$ cat src/rtl/dmem_arb_pkg.sv
// Shared types and defaults for the data-memory arbiter.
package dmem_arb_pkg;

  localparam int unsigned AW_DEF = 9;
  localparam int unsigned DW_DEF = 32;

  typedef enum logic {
    IDLE    = 1'b0,
    RD_WAIT = 1'b1
  } state_e;

  typedef enum logic {
    OWN_CPU = 1'b0,
    OWN_EXT = 1'b1
  } owner_e;

endpackage

$ cat src/rtl/dmem_starve_ctr.sv
// Saturating count of consecutive cycles the external requester was refused.
module dmem_starve_ctr #(
  parameter int unsigned CW = 4
) (
  input  logic          clk,
  input  logic          reset,
  input  logic          inc,
  input  logic          clr,
  input  logic [CW-1:0] limit,
  output logic          at_limit,
  output logic [CW-1:0] cnt
);

  logic [CW-1:0] cnt_q, cnt_d;

  always_comb begin
    cnt_d = cnt_q;
    if (clr)
      cnt_d = '0;
    else if (inc && (cnt_q != limit))
      cnt_d = cnt_q + 1'b1;
  end

  always_ff @(posedge clk) begin
    if (reset)
      cnt_q <= '0;
    else
      cnt_q <= cnt_d;
  end

  assign at_limit = (cnt_q == limit);
  assign cnt      = cnt_q;

endmodule

$ cat src/rtl/dmem_arbiter.sv
// Single-port data memory arbiter: CPU load/store path vs. external requester,
// fixed CPU priority with a starvation guard for the external port.
module dmem_arbiter
  import dmem_arb_pkg::*;
#(
  parameter int unsigned AW           = AW_DEF,
  parameter int unsigned DW           = DW_DEF,
  parameter int unsigned STARVE_LIMIT = 4
) (
  input  logic          clk,
  input  logic          reset,
  input  logic          cpu_mem_read,
  input  logic          cpu_mem_write,
  input  logic [AW-1:0] cpu_addr,
  input  logic [DW-1:0] cpu_wdata,
  output logic [DW-1:0] cpu_rdata,
  output logic          cpu_stall,
  input  logic          ext_req,
  input  logic          ext_we,
  input  logic [AW-1:0] ext_addr,
  input  logic [DW-1:0] ext_wdata,
  output logic          ext_gnt,
  output logic          ext_rvalid,
  output logic [DW-1:0] ext_rdata,
  output logic          mem_en,
  output logic          mem_we,
  output logic [AW-1:0] mem_addr,
  output logic [DW-1:0] mem_wdata,
  input  logic [DW-1:0] mem_rdata
);

  localparam logic [3:0] LIMIT = 4'(STARVE_LIMIT);

  state_e        state_q, state_d;
  owner_e        owner_q, owner_d;
  logic [DW-1:0] cpu_rdata_q, ext_rdata_q;
  logic          cpu_req, ext_win, at_limit;
  logic          cpu_rd_ret, ext_rd_ret;
  logic [3:0]    wait_cnt;

  assign cpu_req = cpu_mem_read | cpu_mem_write;
  assign ext_win = ext_req & (at_limit | ~cpu_req);

  dmem_starve_ctr #(.CW(4)) u_starve (
    .clk      (clk),
    .reset    (reset),
    .inc      (ext_req & ~ext_gnt),
    .clr      (ext_gnt),
    .limit    (LIMIT),
    .at_limit (at_limit),
    .cnt      (wait_cnt)
  );

  // Everything is gated by reset so no strobe escapes while reset is held,
  // and a read return pending at reset is silently discarded.
  always_comb begin
    state_d    = state_q;
    owner_d    = owner_q;
    ext_gnt    = 1'b0;
    mem_en     = 1'b0;
    mem_we     = 1'b0;
    mem_addr   = cpu_addr;
    mem_wdata  = cpu_wdata;
    cpu_stall  = 1'b0;
    cpu_rd_ret = 1'b0;
    ext_rd_ret = 1'b0;
    if (!reset) begin
      unique case (state_q)
        IDLE: begin
          if (ext_win) begin
            ext_gnt   = 1'b1;
            mem_en    = 1'b1;
            mem_we    = ext_we;
            mem_addr  = ext_addr;
            mem_wdata = ext_wdata;
            cpu_stall = cpu_req;
            if (!ext_we) begin
              state_d = RD_WAIT;
              owner_d = OWN_EXT;
            end
          end else if (cpu_req) begin
            mem_en = 1'b1;
            mem_we = cpu_mem_write;
            if (!cpu_mem_write) begin
              cpu_stall = 1'b1;
              state_d   = RD_WAIT;
              owner_d   = OWN_CPU;
            end
          end
        end
        RD_WAIT: begin
          state_d = IDLE;
          if (owner_q == OWN_CPU) begin
            cpu_rd_ret = 1'b1;
          end else begin
            ext_rd_ret = 1'b1;
            cpu_stall  = cpu_req;
          end
        end
        default: state_d = IDLE;
      endcase
    end
  end

  always_ff @(posedge clk) begin
    if (reset) begin
      state_q     <= IDLE;
      owner_q     <= OWN_CPU;
      cpu_rdata_q <= '0;
      ext_rdata_q <= '0;
    end else begin
      state_q <= state_d;
      owner_q <= owner_d;
      if (cpu_rd_ret) cpu_rdata_q <= mem_rdata;
      if (ext_rd_ret) ext_rdata_q <= mem_rdata;
    end
  end

  assign cpu_rdata  = cpu_rd_ret ? mem_rdata : cpu_rdata_q;
  assign ext_rdata  = ext_rd_ret ? mem_rdata : ext_rdata_q;
  assign ext_rvalid = ext_rd_ret;

  always_ff @(posedge clk) begin
    if (!reset)
      assert (!(cpu_mem_read && cpu_mem_write))
        else $warning("dmem_arbiter: cpu_mem_read and cpu_mem_write both set, store issued");
  end

endmodule

$ cat config.mk
export PLATFORM = sky130hd
export DESIGN_NAME = dmem_arbiter
export DESIGN_NICKNAME = d
export VERILOG_FILES = /design/src/rtl/dmem_arb_pkg.sv /design/src/rtl/dmem_starve_ctr.sv /design/src/rtl/dmem_arbiter.sv
export SDC_FILE = /design/constraint.sdc
export NUM_CORES = 1
export LEC_CHECK = 0
export CELL_PAD_IN_SITES_DETAIL_PLACEMENT = 1
export CELL_PAD_IN_SITES_GLOBAL_PLACEMENT = 2
export CORE_ASPECT_RATIO = 1.25
export CORE_MARGIN = 3
export CORE_UTILIZATION = 21
export DETAILED_ROUTE_END_ITERATION = 16
export GPL_TIMING_DRIVEN = 1
export PLACE_DENSITY_LB_ADDON = 0.1
export SLEW_MARGIN = 20
export SYNTH_ARGS = -nofsm -noshare
export SYNTH_HDL_FRONTEND = slang
export SYNTH_SLANG_ARGS = --single-unit
$ cat constraint.sdc
create_clock -name clk -period 2.1 [get_ports clk]
set_input_delay 0.315 -clock clk [delete_from_list [all_inputs] [get_ports clk]]
set_output_delay 0.315 -clock clk [all_outputs]
set_load 0.03 [all_outputs]
Word-level counts from Yosys, hierarchy flattened. Cells that the tools add are included.

Input port bits: 120. Register bits: 70. Output and inout bits: 110. Logic and storage cells: 59.

Add/sub/neg operators: 1. Reduce and logical (&&, ||, !) cells: 4. Muxes and demuxes: 38. Bitwise gates (word level): 7. Equal/unequal tests: 4.

Operators by type and width (number): 32-bit two-way mux (5); 1-bit two-way mux (28); 9-bit two-way mux (3); 4-bit by 1-bit adder with 4-bit output, second input constant (1); 4-bit by 3-bit == test with 1-bit output, second input constant (1); 4-bit by 3-bit != test with 1-bit output, second input constant (1); 1-bit one-hot mux with 2 select lines (2); 4-bit AND reduction (1); 1-bit inverter (3); 1-bit AND (2); 2-bit by 1-bit != test with 1-bit output, second input constant (1); 2-bit != test, second input constant (1); 1-bit OR (2); 2-bit nonzero test (1); 2-bit OR reduction (1); 1-bit logical AND (1).

Depth between registers and ports, before layout.
Depth in word-level cells: 10. Mapped depth: 6. Mapped depth without buffers: 5.

Cells and area by module. Synthesis repeated with hierarchy kept, for this count alone.

Cell total of the unflattened synthesis: 305. Area total of the unflattened synthesis: 3493.4 µm².

By module, submodules not included: dmem_arbiter (times used 1, area an instance 3246.9 µm², cells each 279); dmem_starve_ctr (times used 1, area an instance 246.5 µm², cells each 26).

Least setup slack after synthesis. No wires, ideal clock.

Path type: reg-to-output. From: reg u_starve.cnt_q[0] (netlist: u_starve.cnt[0]). To: out mem_addr[1]. Path slack: 74 ps. Data arrival time: 1711 ps. Data required time: 1785 ps. Cell stages (with the launch flop): 7. Cell sequence: dfxtp_1 > inv_1 > ha_1 > and3b_1 > o211ai_4 > buf_6 > mux2_2.

Longest elaborated chain between the ends: 6.

Ends and longest elaborated chain: from (decl) (RTL line dmem_starve_ctr.sv:14) `logic [CW-1:0] cnt_q, cnt_d;`; from (signal assigned) (RTL line dmem_starve_ctr.sv:28) `cnt_q <= cnt_d;`; 4-bit by 3-bit == test with 1-bit output (RTL line dmem_starve_ctr.sv:31) `assign at_limit = (cnt_q == limit);`; 1-bit OR (RTL line dmem_arbiter.sv:42) `assign ext_win = ext_req & (at_limit | ~cpu_req);`; 1-bit AND (RTL line dmem_arbiter.sv:42); 9-bit two-way mux (RTL line dmem_arbiter.sv:70) `if (ext_win) begin`; 9-bit two-way mux (RTL line dmem_arbiter.sv:68) `unique case (state_q)`; 9-bit two-way mux (RTL line dmem_arbiter.sv:67) `if (!reset) begin`; to (decl) (RTL line dmem_arbiter.sv:27) `output logic [AW-1:0] mem_addr,`.

No other way between the ends.

Worst setup path after layout.
From: reg u_starve.cnt_q[0] (netlist: u_starve.cnt[0]). To: out mem_wdata[21].

Longest elaborated chain between the ends: 6.

Ends and longest elaborated chain: 4-bit by 3-bit == test with 1-bit output (RTL line dmem_starve_ctr.sv:31); 1-bit OR (RTL line dmem_arbiter.sv:42); 1-bit AND (RTL line dmem_arbiter.sv:42); 32-bit two-way mux (RTL line dmem_arbiter.sv:70); 32-bit two-way mux (RTL line dmem_arbiter.sv:68); 32-bit two-way mux (RTL line dmem_arbiter.sv:67); to (decl) (RTL line dmem_arbiter.sv:28) `output logic [DW-1:0] mem_wdata,`.

No other way between the ends.

==> impl_metrics.csv <==
group,metric,value,unit
sta,slew_viol_final,0,
worst_setup_path,cp-end-kind,"primary output",
sta,timing.hold.ws,0.5439,ns
grt,grt_pass1_vias,3925,
clocking,tritoncts,"built",
floorplan,die-area,18780,sq um
detailed_routing,dr_total_vias,3487,
clocking,cts.sink_count,70,
sta,hold_viol_final,0,
run,cap_violations,0,
hold_path,hold_class,"in -> reg",
grt,top_usage_layer,"met2",
placement,place_congestion,0.7006,
power_and_ir_drop,pwr_density_cell,521.8,nW/um^2
grt,globalRouteMet3Util,5.644,%
clocking,clk_path_buf_depth,2,
detailed_routing,drcViolationCount,0,
grt,grt_first_pass_wirelength,21.99,mm
sta,final.period_utilization,119.0,%
logic_synthesis,yosys_register_bits,70,
detailed_routing,drt_first_pass_iters,4,
clocking,cts_made_buffers,9,
sta,post-route-min-period,2.499,ns
power_and_ir_drop,p_total,0.003886,W
detailed_routing,wl_per_cell,18.01,microns
detailed_routing,drtAntennaViolNets,0,
floorplan,die_h,152.5,microns
floorplan,rows,52,
sta,finalSetupViolCount,62,
power_and_ir_drop,leakagePower,3.511,nW
power_and_ir_drop,vdd_drop_max,0.2972,mV
detailed_routing,drt-initial-drc-count,110,
logic_synthesis,syn-num-nets,430,
grt,grt_util_met2,29.19,%
grt,grt_use_total,15.36,%
detailed_routing,drt_wl_total,14.84,mm
sta,fin_skew,0.003139,ns
grt,grt-ovfl-total,0,
cells_and_area,layout_common_cells,"clkdlybuf4s50_1, buf_6, mux2_4, dfxtp_1, buf_4",
placement,numPortBuffers,229,
sta,tightest_slew,0.5299,ns
cells_and_area,syn_to_final_growth,106.7,%
logic_synthesis,synth_area,3603,sq um
floorplan,die_w,123.2,microns
run_status,status,"finished with violations",
floorplan,coreArea,16530,sq um
clocking,path_clk_slew,0.06,ns
clocking,worstSkewPairLatency,0.32,ns
logic_synthesis,syn_inst,308,
grt,grt_max_degree,28,
logic_synthesis,ys_types,40,
clocking,h-tree-depth,3,
cells_and_area,num-fill-cells,1804,
floorplan,io_pins,230,
sta,layout_setup_ws,-0.3986,ns
cells_and_area,layout_commonest_cell,"clkdlybuf4s50_1",
clocking,cts_root_buffer,"clkbuf_16",
run_status,violations,"setup timing",
sta,rsz0062_at_grt,"true",
sta,max_freq,400.2,MHz
worst_setup_path,worstPathArrival,2.18,ns
grt,use_met1,15.15,%
logic_synthesis,yosys_warnings,0,
cells_and_area,diodes,0,
worst_setup_path,path_class,"reg -> out",
cells_and_area,drive_gt1_share,52.63,%
worst_setup_path,crit_path_start_kind,"register",
floorplan,initial_core_util,21.80,%
detailed_routing,via_per_inst,4.232,
sta,max_slew_margin,64.21,%
logic_synthesis,synth_area_per_cell,11.70,sq um
grt,antenna_found_initial,0,
cells_and_area,fin_nets,725,
worst_setup_path,critPathMaxFanout,7,
logic_synthesis,yosysSeqAreaShare,38.89,%
placement,dp_hpwl,11.12,mm
worst_setup_path,critPathRequiredTime,1.78,ns
per-stage QoR:
stage                     util (%)  std cells  TNS, ns  area (sq um)  setup slack, ns
final                        45.07        824   -15.04          7448          -0.3986
after floorplan                  -        308        0          3603          0.07395
after detailed placement     37.78        767   -23.09          6243          -0.5278
after global placement       37.78        767   -21.58          6243          -0.5007
after global routing         45.07        824   -20.63          7448          -0.4865
after CTS                    43.32        813   -17.13          7159          -0.5080
logic make-up (layout without fill, tap and decap cells):
kind of cell    Yosys count  count (layout)  share of synthesized area [%]
compound gates           20              20                          4.410
fa+ha+maj                 2               2                         0.6943
buf+inv                  25             325                          4.444
flops                    70              70                          38.89
mux                     105             105                          34.90
simple gates             86              86                          16.67
final cells by class:
| type | instances | area [sq um] | area share, % |
|---|---|---|---|
| inverter | 4 | 17.52 | 0.2352 |
| clock buffer | 10 | 239.0 | 3.208 |
| sequential | 70 | 1406 | 18.88 |
| tap | 216 | 270.3 | 3.628 |
| clock inverter | 6 | 61.31 | 0.8231 |
| timing repair buffer | 305 | 3172 | 42.58 |
| multi-input combinational | 213 | 2282 | 30.64 |
sequential cells by signal, summed over array words and instances (netlist names):
name and flops:
cpu_rdata_q 32, u_starve.cnt 4, state_q 1, ext_rdata_q 32, owner_q 1
critical path: stages, from the launching register on:
cell and delay (ns):
dfxtp_2 0.34, inv_2 0.05, ha_4 0.15, and3b_2 0.22, o211ai_4 0.25, buf_12 0.15
buf_12 0.11, buf_12 0.12, mux2_4 0.32, buf_6 0.15
synth_stat cells (all sizes together):
| cell | instances | area, sq um |
|---|---|---|
| inv | 4 | 15.01 |
| o211ai | 1 | 21.27 |
| mux2 | 105 | 1257 |
| nand2b | 3 | 18.77 |
| o41ai | 1 | 8.760 |
| nor2b | 35 | 219.0 |
| nor2 | 2 | 10.01 |
| o32ai | 1 | 8.760 |
| ha | 2 | 25.02 |
| a21o | 1 | 7.510 |
| nand3 | 3 | 15.01 |
| a21boi | 1 | 7.510 |
| o21ai | 3 | 15.01 |
| dfxtp | 70 | 1401 |
| nand3b | 2 | 18.77 |
| nand4b | 1 | 8.760 |
| a211oi | 4 | 35.03 |
| nor3b | 2 | 26.28 |
| and3b | 1 | 8.760 |
| nor3 | 1 | 5.000 |
| or4 | 1 | 7.510 |
| nand2 | 2 | 7.510 |
| a21oi | 4 | 20.02 |
| o41a | 1 | 11.26 |
| and4 | 1 | 8.760 |
| buf | 14 | 118.9 |
| clkbuf | 7 | 26.28 |
| and2b | 30 | 225.2 |
| or3b | 1 | 8.760 |
| o21a | 2 | 15.01 |
| nor4 | 1 | 12.51 |
| o31a | 1 | 8.760 |
timing repair:
action	in CTS	in global routing
setup buffers	26	18
pin swaps	4	1
gates resized for setup	477	115
setup endpoints to repair	104	76
gates cloned	4	1
hold buffers	0	0
power by group:
part           internal [W]  leakage (nW)  switching, W  total [W]
logic              0.000591          2.80      0.000426    0.00102
clock network      0.000947         0.148      0.000562    0.00151
registers           0.00135         0.567    0.00000795    0.00136
total               0.00289          3.51      0.000996    0.00389
path summary, 6_finish.rpt:
kind | startpoint | end | cells after the start | slack, ns
max | u_starve.cnt[0] | mem_wdata[21] | 9 | -0.40
min | reset | ext_rdata_q[17] | 3 | 0.54
max reg2reg | u_starve.cnt[0] | u_starve.cnt[3] | 6 | 0.40
min reg2reg | u_starve.cnt[3] | u_starve.cnt[3] | 2 | 0.55
per-layer routing:
| metal | part of all wire [%] | up-vias |
|---|---|---|
| met5 | 0 | - |
| met4 | 1.6 | 0 |
| met3 | 9.1 | 11 |
| met2 | 54 | 165 |
| met1 | 35 | 1652 |
| li1 | - | 1659 |
(Power assumes the default switching activity.)
==> RTL edit 1, RTL diff (config.mk and constraints unchanged) <==
The package constant `AW_DEF` goes from 9 to 8.
--- a/src/rtl/dmem_arb_pkg.sv
+++ b/src/rtl/dmem_arb_pkg.sv
@@ -1,7 +1,7 @@
 // Shared types and defaults for the data-memory arbiter.
 package dmem_arb_pkg;
 
-  localparam int unsigned AW_DEF = 9;
+  localparam int unsigned AW_DEF = 8;
   localparam int unsigned DW_DEF = 32;
 
   typedef enum logic {
Ports: changed (resized cpu_addr, ext_addr and mem_addr); port bits go from 230 to 227. No check against the original RTL was run, so the function may have changed too.
==> RTL edit 1 against the unedited design <==
The run still ends with setup timing left; worst setup slack improved by 82 ps; power rose by 13%; clock power rose by 28%; area after synthesis rose by 0.66%; routed wire length fell by 6.9%; clock skew rose by 1.0 ps; sequential cell count did not move; non-clock buffer count fell by 25; cell area fell by 3.0%; critical path depth did not move.
==> RTL edit 1: results (changes against the unedited design) <==
failing checks=setup timing; invs w/o clock=5 (+1); vias in the first global route=3587 (-8.6%); ant diodes=0 (unchanged); GRT Total Usage=0.141 (-0.0122); Port Buffers=226 (-1.3%); number of setup buffers added after CTS=17 (-35%); Leak=3.36 nW (-4.2%); Cell variety after synth=35 (-13%); post-DP HPWL=10200 um (-8.3%); Signal buffers=280 (-8.2%); vias post-DR=3274 (-6.1%); worst slack, placed=-566 ps (-38.5 ps); Post-synth top cells=dfxtp_1, nor2b_1, mux2_2; first-pass GRT wire length=20500 um (-6.8%); critical path arrival=2100 ps (-80 ps); RePlAce Congestion=0.750 (+7.0%); Setup TNS=-12030 ps (+3010 ps); routed wire length=13800 um (-6.9%); comb_multi_in=209 (-1.9%); syn nets=424 (-1.4%); clock buffers=11 (+1); initial antenna violation count=1 (+1); Worst Setup Slack, final=-317 ps (+82.0 ps); share of layout cells above drive strength 1=0.519 (-0.00735); NonClk Buf Share=0.410 (-0.0160); PostCTS Resize Cnt=494 (+3.6%); sequential share of the synthesized area=0.386 (-0.00255); ranking of synthesized cells by area=dfxtp_1, mux2_2, mux2_4; VDD IR max=0.000358 V (+20%); largest net degree at the start of global routing=57 (+100%); FILL cells=1843 (+2.2%); status=complete, but fails checks; final setup violation count=51 (-18%); Clock Skew=4.15 ps (+1.01 ps); Worst-Margin Slew=621 ps (+91.2 ps)
RTL edit 1: cell types whose count changed in the layout (fill, tap and decap cells not counted), sizes merged, moves of 3 or more:
cell	before	now
and2b	30	0
buf	177	159
bufinv	1	4
clkdlybuf4s15	9	3
clkinv	4	1
nor2	2	6
nor2b	35	64
nor3	1	5
RTL edit 1: per-layer routing:
metal | routed length [um] | vias to the layer above | global-route usage
li1 | - | 1582 | -
met1 | 5110 | 1548 | 0.146
met2 | 7250 | 131 | 0.261
met3 | 1320 | 11 | 0.0588
met4 | 125 | 2 | 0.0322
met5 | 13 | - | 0
RTL edit 1: logic make-up (layout without fill, tap and decap cells):
| group | after synthesis | in the layout | synth area share |
|---|---|---|---|
| XOR/XNOR | 1 | 1 | 0.00242 |
| multiplexers | 107 | 107 | 0.372 |
| flip-flops | 70 | 70 | 0.386 |
| AO/OA/AOI/OAI | 14 | 14 | 0.0290 |
| buffers and inverters | 25 | 301 | 0.0521 |
| adder cells (fa/ha/maj) | 2 | 2 | 0.00690 |
| AND/OR/NAND/NOR | 85 | 85 | 0.151 |
RTL edit 1: power breakdown:
part	switching (mW)	internal, mW	total [mW]
Combinational	0.458	0.630	1.09
Sequential	0.0116	1.36	1.37
Clock	0.595	1.35	1.94
RTL edit 1: worst paths after layout:
kind,start,end,slack (ps),cells after the start
hold reg to reg,ext_rdata_q[3],ext_rdata_q[3],580,2
setup / recovery,u_starve.cnt[0],mem_addr[3],-320,9
hold / removal,reset,ext_rdata_q[4],470,3
setup reg to reg,u_starve.cnt[0],u_starve.cnt[2],250,10
RTL edit 1: metrics by stage:
step	total power [mW]	cell area, sq um	cells
final	4.40	7230	800
after global routing	4.59	7230	800
after CTS	4.43	7110	800
after detailed placement	2.34	6190	762
after global placement	2.33	6190	762
after floorplan	1.87	3630	304
==> RTL edit 2, RTL diff (same settings) <==
Made on the original files. Make the reset (`reset`) asynchronous in 2 clocked blocks.
--- a/src/rtl/dmem_starve_ctr.sv
+++ b/src/rtl/dmem_starve_ctr.sv
@@ -21,7 +21,7 @@
       cnt_d = cnt_q + 1'b1;
   end
 
-  always_ff @(posedge clk) begin
+  always_ff @(posedge clk or posedge reset) begin
     if (reset)
       cnt_q <= '0;
     else
--- a/src/rtl/dmem_arbiter.sv
+++ b/src/rtl/dmem_arbiter.sv
@@ -102,7 +102,7 @@
     end
   end
 
-  always_ff @(posedge clk) begin
+  always_ff @(posedge clk or posedge reset) begin
     if (reset) begin
       state_q     <= IDLE;
       owner_q     <= OWN_CPU;
Check against the original RTL: differs if reset is asserted again (counterexample within 4 cycles, from zero or initial values and one cycle with reset high); with reset held inactive, the same outputs for 4 cycles.
==> RTL edit 2 against the unedited design <==
The flow still finishes with violations (setup timing); first-iteration DRC count shrank 23%; sequential cell count is the same; cell count shrank 6.8%; area after synthesis shrank 7.9%; worst setup slack gained 4.5 ps; cell area grew 5.2%; critical path depth stayed put; die area shrank 7.5%; routed wire length decreased by 7.6%; critical path type unchanged; largest cell class unchanged.
Power is not compared: it rests on default switching activity, and its combinational part moved more than twofold at a synthesized area within 25%.
==> RTL edit 2: results (changes against the unedited design) <==
failing checks=setup timing; Placed Cells=685 (-11%); R2R setup slack=230 ps (-170 ps); worst reg2reg path depth=11 (+5); CP max-delay cell=dfrtp_1; Clock Skew=6.35 ps (+3.21 ps); Max FO, Critical Path=6 (-1); reg2reg start=u_starve.cnt[0]; relative slew slack=0.372 (-0.270); Async S/R FF share, synth=1.00 (+1.00); Cell variety after synth=35 (-13%); ranking of synthesized cells by area=dfrtp_1, mux2_2, mux2_1; Slowest Stage Delay on Critical Path=360 ps (+20 ps); Clk Latency, worst-skew pair=340 ps (+20 ps); synth warn=0 (unchanged); RePlAce Congestion=0.744 (+6.2%); DRT iter0 DRCs=85 (-23%); first-pass GRT wire length=21400 um (-2.6%); Worst setup endpoint=mem_addr[4]; vias in the first global route=3763 (-4.1%); Adder-Cell Fraction of Synth Area=0.00754 (+0.000594); clock root buffer=clkbuf_16; Synth Area in Compound Gates=0.0347 (-0.00942); Via-to-Cell Ratio=4.19 (-1.1%); Worst Setup Slack, final=-394 ps (+4.54 ps); Hold Path Class=flip-flop to flip-flop; VDD IR max=about 0.00065 V; status=complete, but fails checks; routed wire length=13700 um (-7.6%); Crit Path Class=flip-flop to output pin; final setup violation count=85 (+37%); sequential share of the synthesized area=0.528 (+0.139); initial antenna violation count=0 (unchanged); largest net degree at the start of global routing=71 (+150%); GRT Total Usage=0.158 (+0.00469); syn nets=352 (-18%); Post-synth top cells=mux2_2, dfrtp_1, buf_2; Nets=677 (-6.6%); mux share of post-synthesis cell area=0.363 (+0.0137); share of layout cells above drive strength 1=0.618 (+0.0915); post-DP HPWL=9350 um (-16%); Mapped Cells=230 (-25%); WL/cell=17.9 um (-0.88%); RR Endpoint=u_starve.cnt[2]; clock slew at reported path FFs=60 ps (about the same); Top FF cell, synth=dfrtp_1
-- RTL edit 2: cell types whose count changed in the layout (fill, tap and decap cells not counted), sizes merged, moves of 4 or more --
cell / change
and2b: -30
a211oi: -4
nor2b: -34
dfrtp: +70
buf: +29
dfxtp: -70
clkdlybuf4s15: -9
-- RTL edit 2: metal layers --
| metal | global-route usage | share of wire |
|---|---|---|
| met1 | 0.171 | 0.37 |
| met2 | 0.288 | 0.54 |
| met5 | 0 | 0 |
| met3 | 0.0562 | 0.079 |
| met4 | 0.0504 | 0.013 |
-- RTL edit 2: area by class of cell --
class	count	area, sq um
timing repair buffer	325	3530
clock buffer	10	239
multi-input combinational	143	1900
sequential	70	1750
tap	208	260
inverter	6	33.8
fill	1540	7370
clock inverter	6	116
-- RTL edit 2: critical path, delay by kind of cell, from the launching register on --
| family | cells | cell delay, ps |
|---|---|---|
| fa+ha+maj | 1 | 160 |
| mux | 1 | 300 |
| simple gates | 1 | 220 |
| flops | 1 | 360 |
| compound gates | 1 | 210 |
| buf+inv | 5 | 590 |
-- RTL edit 2: metrics by stage --
stage | setup TNS, ps | hold WS [ps] | area (sq um) | power, mW | worst slack (ps)
after floorplan | -25400 | 497 | 3350 | 4.92 | -496
after global placement | -42390 | 467 | 5980 | 6.88 | -619
after detailed placement | -41580 | 470 | 5980 | 6.96 | -605
after CTS | -21900 | 501 | 7740 | 10.2 | -418
after global routing | -23260 | 515 | 7840 | 10.9 | -485
final | -16340 | 499 | 7840 | 10.4 | -394
-- RTL edit 2: cells by family (layout without fill, tap and decap cells) --
logic type,after synthesis,after routing
AOI/OAI and AO/OA,15,15
adders and majority gates,2,2
buffers and inverters,17,347
DFF,70,70
muxes,107,107
and+or+nand+nor,19,19
-- RTL edit 2: worst min path at each step --
stage,from,to,slack (ps),depth (start not counted)
after global routing,ext_rdata_q[28],ext_rdata_q[28],520,1
after CTS,ext_rdata_q[24],ext_rdata_q[24],500,1
after global placement,cpu_rdata_q[5],cpu_rdata_q[5],470,1
after floorplan,reset,cpu_rdata_q[0],500,1
final,ext_rdata_q[0],ext_rdata_q[0],500,1
after detailed placement,cpu_rdata_q[5],cpu_rdata_q[5],470,1
-- RTL edit 2: what timing repair did --
item                       4_1_cts  5_1_grt
buffers inserted                49       21
resized for setup              606       23
pin swaps                        7        2
hold buffers                     0        0
setup endpoints to repair      109      109
gates cloned                     5        0
-- RTL edit 2: power groups by stage --
| stage | registers [mW] | logic [mW] | clock network, mW |
|---|---|---|---|
| 3_5_place_dp | 2.22 | 4.74 | 0 |
| 5_1_grt | 2.31 | 6.65 | 1.93 |
| 6_report | 2.23 | 6.34 | 1.82 |
| 2_1_floorplan | 2.17 | 2.75 | 0 |
| 3_3_place_gp | 2.19 | 4.69 | 0 |
| 4_1_cts | 2.23 | 6.12 | 1.87 |
